`config.mk`:
```
export PLATFORM = sky130hd
export DESIGN_NAME = cam_capture
export DESIGN_NICKNAME = d
export VERILOG_FILES = /design/src/rtl/cam_pkg.sv /design/src/rtl/cam_sync_edge.sv /design/src/rtl/cam_capture.sv
export SDC_FILE = /design/constraint.sdc
export NUM_CORES = 1
export LEC_CHECK = 0
export ABC_AREA = 1
export BUFFER_PORTS_ARGS = -buffer_cell sky130_fd_sc_hd__buf_2
export CORE_ASPECT_RATIO = 0.7
export CORE_UTILIZATION = 39
export CTS_CLUSTER_DIAMETER = 30
export DETAILED_ROUTE_END_ITERATION = 6
export SYNTH_ARGS = -nofsm -noshare
export SYNTH_HDL_FRONTEND = slang
export SYNTH_SLANG_ARGS = --single-unit
```
`constraint.sdc`:
```
create_clock -name clk -period 2.6 [get_ports clk]
set_clock_uncertainty 0.15 [all_clocks]
set_input_delay 0.13 -clock clk [delete_from_list [all_inputs] [get_ports clk]]
set_output_delay 0.13 -clock clk [all_outputs]
set_load 0.01 [all_outputs]
```
`src/rtl/cam_pkg.sv`:
```
// cam_pkg: shared types and constants for the camera capture front end.
//   state_t      : capture FSM states (WAIT_FRAME, ACTIVE)
//   phase_t      : byte phase within an RGB565 pixel (HI first, then LO)
//   SYNC_STAGES  : depth of the input synchronizers
//   R/G/B_*      : RGB565 field positions in the assembled pixel
//   sat_inc10    : 10-bit increment that saturates at 1023
package cam_pkg;
  typedef enum logic {WAIT_FRAME = 1'b0, ACTIVE = 1'b1} state_t;
  typedef enum logic {HI = 1'b0, LO = 1'b1} phase_t;

  localparam int SYNC_STAGES = 2;

  localparam int R_MSB = 15, R_LSB = 11;
  localparam int G_MSB = 10, G_LSB = 5;
  localparam int B_MSB = 4,  B_LSB = 0;

  function automatic logic [9:0] sat_inc10(input logic [9:0] v);
    return (v == 10'h3FF) ? v : v + 10'd1;
  endfunction
endpackage

```
`src/rtl/cam_sync_edge.sv`:
```
// cam_sync_edge: W-bit synchronizer (SYNC_STAGES flops) plus one extra flop
// for rise/fall detection on the synchronized value.
//   clk, reset : system clock, synchronous active-high reset
//   d          : asynchronous input
//   q          : synchronized value (last synchronizer stage)
//   rise, fall : per-bit edge pulses, q & ~prev / ~q & prev
module cam_sync_edge
  import cam_pkg::*;
#(
  parameter int W = 1
) (
  input  logic         clk,
  input  logic         reset,
  input  logic [W-1:0] d,
  output logic [W-1:0] q,
  output logic [W-1:0] rise,
  output logic [W-1:0] fall
);
  logic [SYNC_STAGES-1:0][W-1:0] sync;
  logic [W-1:0]                  prev;

  always_ff @(posedge clk) begin
    if (reset) begin
      sync <= '0;
      prev <= '0;
    end else begin
      sync <= {sync[SYNC_STAGES-2:0], d};
      prev <= sync[SYNC_STAGES-1];
    end
  end

  assign q    = sync[SYNC_STAGES-1];
  assign rise = q & ~prev;
  assign fall = ~q & prev;
endmodule

```
`src/rtl/cam_capture.sv`:
```
// cam_capture: camera front end. Generates xclk, samples pclk/href/vref/data
// in the clk domain, assembles byte pairs into RGB565 pixels and strobes them
// out with a linear frame-buffer address.
//   clk, reset      : system clock, synchronous active-high reset
//   pclk/href/vref  : camera timing inputs (asynchronous)
//   digital[7:0]    : camera data bus
//   xclk            : camera master clock, period 2*XCLK_DIV clk
//   pixel[15:0]     : last assembled pixel {first byte, second byte}
//   pixel_valid     : one-clk write strobe for pixel/waddr
//   waddr           : frame-buffer address of the strobed pixel
//   x, y            : full-resolution pixel / line position
//   frame_done      : one-clk pulse on vref rise while capturing
//   line_err        : sticky, a line ended with x != WIDTH
// Build option CAM_DECIMATE_EN: strobe only even x / even y pixels (2x
// decimation); waddr then counts kept pixels only.
module cam_capture
  import cam_pkg::*;
#(
  parameter int XCLK_DIV = 2,
  parameter int WIDTH    = 640,
  parameter int HEIGHT   = 480,
  parameter int ADDR_W   = 19
) (
  input  logic              clk,
  input  logic              reset,
  input  logic              pclk,
  input  logic              href,
  input  logic              vref,
  input  logic [7:0]        digital,
  output logic              xclk,
  output logic [15:0]       pixel,
  output logic              pixel_valid,
  output logic [ADDR_W-1:0] waddr,
  output logic [9:0]        x,
  output logic [9:0]        y,
  output logic              frame_done,
  output logic              line_err
);
  localparam int         CW  = (XCLK_DIV > 1) ? $clog2(XCLK_DIV) : 1;
  localparam logic [9:0] W10 = 10'(WIDTH);
  localparam logic [9:0] H10 = 10'(HEIGHT);

  // xclk divider, free-running in every state
  logic [CW-1:0] xcnt;
  always_ff @(posedge clk) begin
    if (reset) begin
      xcnt <= '0;
      xclk <= 1'b0;
    end else if (xcnt == CW'(XCLK_DIV - 1)) begin
      xcnt <= '0;
      xclk <= ~xclk;
    end else begin
      xcnt <= xcnt + 1'b1;
    end
  end

  // input synchronizers
  logic pclk_rise, pclk_q_unused, pclk_fall_unused;
  logic href_q, href_rise, href_fall;
  logic vref_rise, vref_fall, vref_q_unused;
  logic [7:0] data_q, data_rise_unused, data_fall_unused;

  cam_sync_edge #(.W(1)) u_pclk (.clk(clk), .reset(reset), .d(pclk),
    .q(pclk_q_unused), .rise(pclk_rise), .fall(pclk_fall_unused));
  cam_sync_edge #(.W(1)) u_href (.clk(clk), .reset(reset), .d(href),
    .q(href_q), .rise(href_rise), .fall(href_fall));
  cam_sync_edge #(.W(1)) u_vref (.clk(clk), .reset(reset), .d(vref),
    .q(vref_q_unused), .rise(vref_rise), .fall(vref_fall));
  cam_sync_edge #(.W(8)) u_data (.clk(clk), .reset(reset), .d(digital),
    .q(data_q), .rise(data_rise_unused), .fall(data_fall_unused));

  // Event stage: edges, href level and data are registered together so the
  // FSM sees them aligned and its outputs land 4 clk after the pin edge.
  logic       pclk_ev, href_rise_ev, href_fall_ev, href_lvl_ev;
  logic       vref_rise_ev, vref_fall_ev;
  logic [7:0] data_ev;
  always_ff @(posedge clk) begin
    if (reset) begin
      {pclk_ev, href_rise_ev, href_fall_ev, href_lvl_ev} <= '0;
      {vref_rise_ev, vref_fall_ev}                       <= '0;
      data_ev                                            <= '0;
    end else begin
      pclk_ev      <= pclk_rise;
      href_rise_ev <= href_rise;
      href_fall_ev <= href_fall;
      href_lvl_ev  <= href_q;
      vref_rise_ev <= vref_rise;
      vref_fall_ev <= vref_fall;
      data_ev      <= data_q;
    end
  end

  // capture FSM
  state_t            state, state_n;
  phase_t            phase, phase_n;
  logic [7:0]        hi, hi_n;
  logic [ADDR_W-1:0] wptr, wptr_n, waddr_n;
  logic [15:0]       pixel_n;
  logic [9:0]        x_n, y_n;
  logic              pv_n, fd_n, le_n, keep;

  always_ff @(posedge clk) begin
    if (reset) begin
      state       <= WAIT_FRAME;
      phase       <= HI;
      hi          <= '0;
      wptr        <= '0;
      waddr       <= '0;
      pixel       <= '0;
      x           <= '0;
      y           <= '0;
      pixel_valid <= 1'b0;
      frame_done  <= 1'b0;
      line_err    <= 1'b0;
    end else begin
      state       <= state_n;
      phase       <= phase_n;
      hi          <= hi_n;
      wptr        <= wptr_n;
      waddr       <= waddr_n;
      pixel       <= pixel_n;
      x           <= x_n;
      y           <= y_n;
      pixel_valid <= pv_n;
      frame_done  <= fd_n;
      line_err    <= le_n;
    end
  end

  // Within ACTIVE the events are applied in order: href rise, pclk, href
  // fall, vref rise -- each step sees the results of the previous ones.
  always_comb begin
    state_n = state;
    phase_n = phase;
    hi_n    = hi;
    wptr_n  = wptr;
    waddr_n = waddr;
    pixel_n = pixel;
    x_n     = x;
    y_n     = y;
    pv_n    = 1'b0;
    fd_n    = 1'b0;
    le_n    = line_err;
    keep    = 1'b0;
    case (state)
      WAIT_FRAME: begin
        if (vref_fall_ev) begin
          y_n     = '0;
          wptr_n  = '0;
          waddr_n = '0;
          phase_n = HI;
          state_n = ACTIVE;
        end
      end
      ACTIVE: begin
        if (href_rise_ev) begin
          x_n     = '0;
          phase_n = HI;
        end
        // href_fall_ev still counts as "href high" so a pclk edge landing
        // with the fall is taken before the line is closed
        if (pclk_ev && (href_lvl_ev || href_fall_ev)) begin
          if (phase_n == HI) begin
            hi_n    = data_ev;
            phase_n = LO;
          end else begin
            pixel_n[R_MSB:R_LSB] = hi[7:3];
            pixel_n[G_MSB:G_LSB] = {hi[2:0], data_ev[7:5]};
            pixel_n[B_MSB:B_LSB] = data_ev[4:0];
            phase_n = HI;
            keep    = (x_n < W10) && (y_n < H10);
`ifdef CAM_DECIMATE_EN
            keep    = keep && !x_n[0] && !y_n[0];
`endif
            if (keep) begin
              pv_n    = 1'b1;
              waddr_n = wptr_n;
              wptr_n  = wptr_n + 1'b1;
            end
            x_n = sat_inc10(x_n);
          end
        end
        if (href_fall_ev) begin
          if (x_n != W10) le_n = 1'b1;
          if (x_n != '0)  y_n  = sat_inc10(y_n);
          phase_n = HI;  // drops any half pixel
        end
        if (vref_rise_ev) begin
          fd_n    = 1'b1;
          state_n = WAIT_FRAME;
        end
      end
      default: state_n = WAIT_FRAME;
    endcase
  end
endmodule
```
# Word-level counts from Yosys, hierarchy flattened
# Cells that the tools add are included.
dict set report word_totals {
  ff_bits 127
  latchBits 0
  ramBits 0
  rom_bits 0
  inputBits 13
  out_inout_bits 59
  elab_cells 104
  mem_count 0
}
dict set report classes {
  n_addsub 4
  multipliers 0
  div 0
  magnitude_cmp 2
  eq_ne 10
  n_shift 0
  mux 32
  bitwise 14
  n_reduce_logical 12
}
# operator count
set ops {}
lappend ops {{2-to-1 mux 19 bit} 7}
lappend ops {{2-to-1 mux 10 bit} 10}
lappend ops {{case mux 19 bit (2 select lines)} 2}
lappend ops {{adder 10 x 1 -> 10 bit, second input constant} 2}
lappend ops {{== test 10 bit, second input constant} 2}
lappend ops {{case mux 10 bit (2 select lines)} 1}
lappend ops {{adder 19 x 1 -> 19 bit, second input constant} 1}
lappend ops {{less-than comparator 10 bit, second input constant} 1}
lappend ops {{less-than comparator 10 x 9 -> 1 bit, second input constant} 1}
lappend ops {{2-to-1 mux 1 bit} 10}
lappend ops {{!= test 10 bit, second input constant} 1}
lappend ops {{nonzero test 10 bit} 1}
lappend ops {{inverter 1 bit} 9}
lappend ops {{AND reduction 3 bit} 3}
lappend ops {{!= test 2 x 1 -> 1 bit, second input constant} 4}
lappend ops {{AND reduction 4 bit} 2}
lappend ops {{!= test 2 bit, second input constant} 3}
lappend ops {{AND 1 bit} 5}
lappend ops {{case mux 1 bit (2 select lines)} 2}
lappend ops {{OR reduction 2 bit} 2}
lappend ops {{OR reduction 4 bit} 1}
lappend ops {{logical AND 1 bit} 2}
lappend ops {{adder 1 bit, second input constant} 1}
lappend ops {{logical OR 1 bit} 1}

# Depth between registers and ports, before layout
# Gate-level depths: netlist of run 1.
dict set report logic_depth {
  ltp_word 11
  ltp_mapped 17
  depth_no_buf 15
}

# Modules after synthesis
# Synthesis of run 1 repeated with hierarchy kept, for this count alone.
dict set report unflattened {
  cells_unflattened 770
  area_unflattened_um2 5649.2
}
# mod n_inst cells_per_inst area_each_um2 seq_area_each_um2
set modules_own_cells {}
lappend modules_own_cells {cam_capture 1 628 4534.3 2062.0}
lappend modules_own_cells {{cam_sync_edge at u_data} 1 106 833.3 480.5}
lappend modules_own_cells {{cam_sync_edge at u_href ...} 3 12 93.8 60.1}

# Worst setup path before layout of run 1
# No wires, ideal clock.
dict set report synth_path {
  kind {flip-flop to flip-flop}
  from {register href_rise_ev}
  to {register y[2]}
  setup_ps 132
  arrival_time_ps 1695
  required_time_ps 2318
  slack_ps 623
  stages_incl_launch_ff 16
  n_path_buf 1
  period_less_slack_ps 1977
  path_cell_list {dfxtp_1 > inv_2 > buf_6 > nand3_1 > nor2_4 > nand3_4 > nand2_2 > nand2_1 > nand2_1 > nand2_1 > nor2_2 > nand3_2 > nand2_2 > nand2_1 > nand2_1 > a21oi_1}
}
dict set report synth_via {
  elab_chain_len 10
  word_cells_on_any_way 13
  classes_between {1 x add/sub; 2 x eq/ne; 8 x mux; 2 x reduce/logical}
}
# item line_no
set synth_lines {}
lappend synth_lines {{start: declaration} cam_capture.sv:74} ;# logic pclk_ev, href_rise_ev, href_fall_ev, href_lvl_ev;
lappend synth_lines {{start signal: assignment} cam_capture.sv:84} ;# href_rise_ev <= href_rise;
lappend synth_lines {{2-to-1 mux 10 bit} cam_capture.sv:156} ;# if (href_rise_ev) begin
lappend synth_lines {{2-to-1 mux 10 bit} cam_capture.sv:145} ;# case (state)
lappend synth_lines {{adder 10 x 1 -> 10 bit / == test 10 bit (equally long branches)} cam_pkg.sv:18} ;# return (v == 10'h3FF) ? v : v + 10'd1;
lappend synth_lines {{2-to-1 mux 10 bit} cam_pkg.sv:18}
lappend synth_lines {{2-to-1 mux 10 bit} cam_capture.sv:163} ;# if (phase_n == HI) begin
lappend synth_lines {{2-to-1 mux 10 bit (*)} cam_capture.sv:162} ;# if (pclk_ev && (href_lvl_ev || href_fall_ev)) begin
lappend synth_lines {{2-to-1 mux 10 bit (*)} cam_capture.sv:145}
lappend synth_lines {{nonzero test 10 bit (*)} cam_capture.sv:185} ;# if (x_n != '0) y_n = sat_inc10(y_n);
lappend synth_lines {{!= test 2 x 1 -> 1 bit (no source line) (*)} -}
lappend synth_lines {{AND reduction 4 bit (no source line) (*)} -}
lappend synth_lines {{end signal: assignment} cam_capture.sv:123} ;# y <= y_n;
lappend synth_lines {{end: declaration} cam_capture.sv:35} ;# output logic [9:0] y,
# Every way passes the cells marked *; elsewhere a longest branch is shown, timed or not. The select of a mux whose other input is x is not followed.
# A chain may end at the register's enable or synchronous reset.

# Final worst setup path of run 1
dict set report layout_path {
  from {register href_rise_ev}
  to {register y[6]}
}
# Same word-level chain as after synthesis.

==> results of run 1 <==
## layout by cell type (no fill, tap or decap), types with 5 or more instances in the layout
cell,instances
nand2_1,132
dfxtp_1,127
nor2_1,123
inv_1,86
buf_2,71
a21oi_1,53
o21ai_0,36
nand3_1,29
nor3_1,23
clkbuf_16,17
nand4_1,13
xor2_1,12
buf_4,12
dlygate4sd3_1,11
nor3b_1,7
inv_6,6
nor2_2,5
## per-stage QoR
step	utilization, %	hold WS [ns]	instance area, um2	cells	setup slack [ns]
floorplan	-	0.0870	5270	715	0.623
global placement	44.1	0.178	5810	953	0.259
detailed placement	44.1	0.189	5810	953	0.180
CTS	49.5	0.00565	6530	996	0.161
global route	49.6	0.0324	6540	996	0.00251
finish	49.6	0.0133	6540	996	0.299
## registers in the layout, indices dropped and copies added (netlist names), 8 cells and up
register / flops
waddr: 19
wptr: 19
pixel: 16
x: 10
y: 10
data_ev: 8
hi: 8
u_data.q: 8
u_data.sync: 8
## timing repair
action / CTS / global route
gates resized for setup: 0 / 3
endpoints found under the setup margin: 0 / 11
hold buffers: 11 / 0
endpoints found under the hold margin: 11 / 0
## metal layers
layer / vias up / global-route usage, % / routed length, um
li1: 2427 / - / -
met1: 2131 / 26.8 / 6390
met2: 114 / 27.0 / 4950
met3: 14 / 5.06 / 663
met4: 0 / 7.02 / 150
met5: - / 0 / 0
## power by group through the flow
stage | clock, mW | combinational [mW] | sequential (mW)
2_1_floorplan | 0 | 0.0747 | 2.03
3_3_place_gp | 0 | 0.111 | 2.03
3_5_place_dp | 0 | 0.112 | 2.03
4_1_cts | 2.49 | 0.124 | 1.99
5_1_grt | 2.59 | 0.142 | 1.99
6_report | 2.45 | 0.123 | 1.99
## how the worst max path moves through the flow
stage	slack, ns	start	to
finish	0.30	href_rise_ev	y[6]
global route	0.003	href_rise_ev	y[4]
CTS	0.16	href_rise_ev	y[5]
detailed placement	0.18	href_rise_ev	y[5]
global placement	0.26	href_rise_ev	y[4]
floorplan	0.62	href_rise_ev	y[2]
## layout make-up
class | count | area (um2) | share of cell area [%]
Timing Repair Buffer | 94 | 556 | 8.49
Multi-Input combinational cell | 467 | 2260 | 34.6
Sequential cell | 127 | 2540 | 38.9
Inverter | 91 | 344 | 5.26
Clock buffer | 18 | 439 | 6.72
Clock inverter | 14 | 168 | 2.56
Tap cell | 185 | 231 | 3.54
## cells by family (layout without fill, tap and decap cells)
group	after synthesis	in the layout	share of synthesized area, %
simple gates	353	353	30.2
flops	127	127	48.3
buf+inv	121	217	8.98
compound gates	96	96	9.36
xor+xnor	15	15	2.49
fa+ha+maj	3	3	0.713
==> metrics.csv, run 1 <==
metric;value;unit
reg2reg_depth;14;
maxCapViolations;0;
yosysSeqAreaShare;48.3;%
combPwrFrac;2.7;%
synth_area_per_cell;7.37;um2
synth_top_cell_area_share;48.3;%
path_buf_inv;3;
crit_top_cell;nor2_1;
cts_sinks;127;
dp_hpwl;8.43;mm
cp.arrival;2.49;ns
wl_per_cell;12.2;um
die_area;14000;um2
clk_pin_slew;0.06;ns
ios;72;
tritoncts;done;
drive_above_1_share;17.5;%
r2r_start;href_rise_ev;
yosys_warnings;0;
cts-root-buf;clkbuf_16;
synthDistinctLibCells;31;
yosysTopAreaCell;dfxtp_1;
syn_inst;715;
cts-buffers-inserted;17;
synth_flop_cell;dfxtp_1;
start_util;40.0;%
drtAntennaViolNets;0;
hold_end;waddr[4];
worstPathCellList;inv_4 -> nand2_1 -> inv_2 -> nand3_2 -> nor2_1 -> nand3_1 -> nor2_1 -> nor2_1 -> nor2_2 -> nand3_2 -> nand2_2 -> buf_4 -> nand3_1 -> a21oi_1;
drc;2;
grt_overflow;0;
path_max_fanout;12;
status;finished with violations;
drtIter0Drc;301;
setup-violations-final;0;
timing.rr.end;y[6];
grt_max_degree;62;
switching_share;23.5;%
internal_power;3.49;mW
syn_area;5270;um2
crit_required;2.79;ns
critPathKind;reg -> reg;
clockBufferDepth;2;
place_congestion;0.843;
grt_pass1_vias;4342;
violations;design-rule violations;
antennaDiodeCount;0;
die_y;99.2;um
grt_use_total;18.8;%
dieWidth;141;um
yosysMostFrequentCell;nand2_1;
finalHoldViolations;0;
power.density;698;nW/um2
p_sw;1.07;mW
tns;0;ns
vias_per_cell;4.70;
rsz0062_at_grt;no;
pwr-share-seq;43.6;%
syn_nets;731;
grt_first_pass_wirelength;20.8;mm
total_power;4.56;mW
max_stage_delay;0.35;ns
synth.top_cells.by_count;133 x nand2_1, 127 x dfxtp_1, 123 x nor2_1;
drtPass1Iterations;7;
slew_headroom;61.4;%
clkPwrFrac;53.7;%
period_share;88.5;%
start_kind;flop;
syn2layout_area_growth;24.2;%
h-tree-depth;4;
synth-async-reset-ratio;0;%
hold_depth;2;
antenna_found_initial;0;
cellLeakagePower;2.91;nW
hold_start;reset;
worst_pin_slew;0.579;ns
end_kind;flop;
slew_viol_final;0;
synth-edff-count;0;
drt_wl_total;12.2;mm
finalCriticalPeriod;2.30;ns
crit_family;simple AND/OR/NAND/NOR gates;
rows;35;
holdCritPathClass;in -> reg;
coreArea;13200;um2
cp_slowest_cell;dfxtp_1;
vias;4686;
nNetsFinal;814;
ys_top_cells_by_area;dfxtp_1 48%, nand2_1 9.5%, nor2_1 8.8%;
clk-insertion-delay-late;0.42;ns
port_buffers;71;
peakVddDrop;515;uV
ys_seq_elements;127;
cts_setup_buffers;0;
fmax;0.435;GHz
reg2reg_slack;0.30;ns
fillCellCount;1309;
path_depth;14;
No activity file was read; power rests on OpenSTA's default activity.
==> run 2, diff against run 1 <==
--- a/config.mk
+++ b/config.mk
@@ -7,10 +7,14 @@
 export LEC_CHECK = 0
 export ABC_AREA = 1
 export BUFFER_PORTS_ARGS = -buffer_cell sky130_fd_sc_hd__buf_2
+export CELL_PAD_IN_SITES_DETAIL_PLACEMENT = 0
+export CELL_PAD_IN_SITES_GLOBAL_PLACEMENT = 2
 export CORE_ASPECT_RATIO = 0.7
-export CORE_UTILIZATION = 39
+export CORE_UTILIZATION = 32
 export CTS_CLUSTER_DIAMETER = 30
 export DETAILED_ROUTE_END_ITERATION = 6
+export PLACE_DENSITY_LB_ADDON = 0.1
+export RECOVER_POWER = 25
 export SYNTH_ARGS = -nofsm -noshare
 export SYNTH_HDL_FRONTEND = slang
 export SYNTH_SLANG_ARGS = --single-unit
==> run 2 against run 1 <==
- clock-buffer cell count grew 1
- highest routed layer unchanged
- flip-flop and latch count is the same
- routed wire length grew 11%
- sequential share of layout area shrank 0.41 points
- the run now ends clean
- largest cell class unchanged
==> metrics.csv, run 2 (synthesized netlist as in run 1, its figures left out) <==
metric;value;unit
status;complete, no violations;
clockBufferDepth;2;
max_stage_delay;0.35;ns
tns;0;ns
grt_first_pass_wirelength;21.9;mm
path_max_fanout;17;
nNetsFinal;812;
cp_slowest_cell;dfxtp_1;
cts_setup_buffers;0;
worst_pin_slew;0.528;ns
cts-root-buf;clkbuf_16;
cts-buffers-inserted;17;
placed_cells;986;
cp.arrival;2.53;ns
coreArea;15800;um2
slew_headroom;64.5;%
period_share;90.6;%
fmax;0.425;GHz
drt_wl_total;13.5;mm
grt_max_degree;85;
grt_use_total;17.0;%
crit_family;simple AND/OR/NAND/NOR gates;
ios;72;
grt_overflow;0;
die_y;109;um
tritoncts;done;
syn2layout_area_growth;25.5;%
fillCellCount;1660;
die_area;17000;um2
drc;0;
holdCritPathClass;in -> reg;
place_congestion;0.826;
end_kind;flop;
dieWidth;155;um
mostFrequentLayoutCells;132 x nand2_1, 127 x dfxtp_1, 123 x nor2_1;
finalCriticalPeriod;2.36;ns
clk_pin_slew;0.06;ns
critPathKind;reg -> reg;
vias;4567;
cts_sinks;127;
crit_required;2.78;ns
worstPathCellList;inv_4 -> nand2_1 -> inv_2 -> nand3_2 -> nor2_4 -> inv_2 -> nor2_4 -> nor2_2 -> nor3_2 -> nand2_1 -> nor2_1 -> a21oi_1 -> nor3_1;
maxCapViolations;0;
wl_per_cell;13.2;um
dp_hpwl;9.24;mm
grt_pass1_vias;4177;
power.density;715;nW/um2
clk-insertion-delay-late;0.42;ns
final_core_util;41.9;%
final_common_cell;nand2_1;
finalHoldViolations;0;
drtPass1Iterations;4;
instances_no_fill;1029;
path_buf_inv;3;
antenna_found_initial;0;
start_kind;flop;
largest_registers;waddr x19, wptr x19, pixel x16;
port_buffers;71;
slew_viol_final;0;
drtIter0Drc;228;
antennaDiodeCount;0;
cellLeakagePower;2.90;nW
drtAntennaViolNets;0;
peakVddDrop;366;uV
rsz0062_at_grt;no;
rows;38;
h-tree-depth;4;
start_util;33.4;%
vias_per_cell;4.44;
drive_above_1_share;16.4;%
setup-violations-final;0;
==> run 2: cell count changes in the layout (fill, tap and decap cells not counted), moves of 2 or more <==
cell / before / now
clkbuf_1: 0 / 7
buf_2: 71 / 65
buf_4: 12 / 9
bufinv_16: 2 / 4
inv_6: 6 / 4
==> run 2: worst reg2reg max path, cell delays in order (launching register included) <==
cell and delay, ns:
dfxtp_1 0.35, inv_4 0.16, nand2_1 0.13, inv_2 0.10
nand3_2 0.14, nor2_4 0.13, inv_2 0.15, nor2_4 0.16
nor2_2 0.07, nor3_2 0.18, nand2_1 0.15, nor2_1 0.15
a21oi_1 0.08, nor3_1 0.18
==> run 2: path summary, 6_finish.rpt <==
kind,startpoint,end,slack (ns),depth (start not counted)
min reg2reg,u_pclk.prev,pclk_ev,0.25,1
max reg2reg,href_rise_ev,wptr[6],0.24,13
max,href_rise_ev,wptr[6],0.24,13
min,reset,vref_fall_ev,0.05,3
==> run 2: routing by layer <==
metal	GRT usage (%)	part of all wire, %	vias to the layer above
met5	0	0	-
met4	5.67	1.0	0
met3	4.85	5.0	10
met2	23.2	37	90
met1	25.2	57	2040
li1	-	-	2427
==> run 2: timing repair <==
| item | in CTS | in global routing |
|---|---|---|
| hold buffers | 11 | 0 |
| endpoints found under the hold margin | 11 | 0 |
| setup endpoints to repair | 0 | 10 |
| resized for setup | 0 | 3 |
==> run 2: metrics by stage <==
step                hold WS, ns  total power [mW]  setup slack, ns  cell area, um2
detailed placement        0.186              2.15            0.162            5850
finish                   0.0549              4.73            0.245            6610
global route             0.0921              4.90           0.0219            6610
global placement          0.181              2.15            0.211            5850
floorplan                0.0870              2.11            0.623            5270
CTS                      0.0517              4.79            0.150            6610
==> run 2: layout make-up <==
class	instances	area (um2)	share of cell area, %
Tap cell	220	275	4.16
Sequential cell	127	2540	38.5
Multi-Input combinational cell	467	2260	34.2
Inverter	91	344	5.21
Clock inverter	13	200	3.03
Timing Repair Buffer	92	546	8.25
Clock buffer	19	443	6.70
==> run 2: power by group <==
| group | internal, mW | switching, mW |
|---|---|---|
| Clock | 1.65 | 0.956 |
| Combinational | 0.0479 | 0.0803 |
| Sequential | 1.98 | 0.0160 |
| Total | 3.68 | 1.05 |
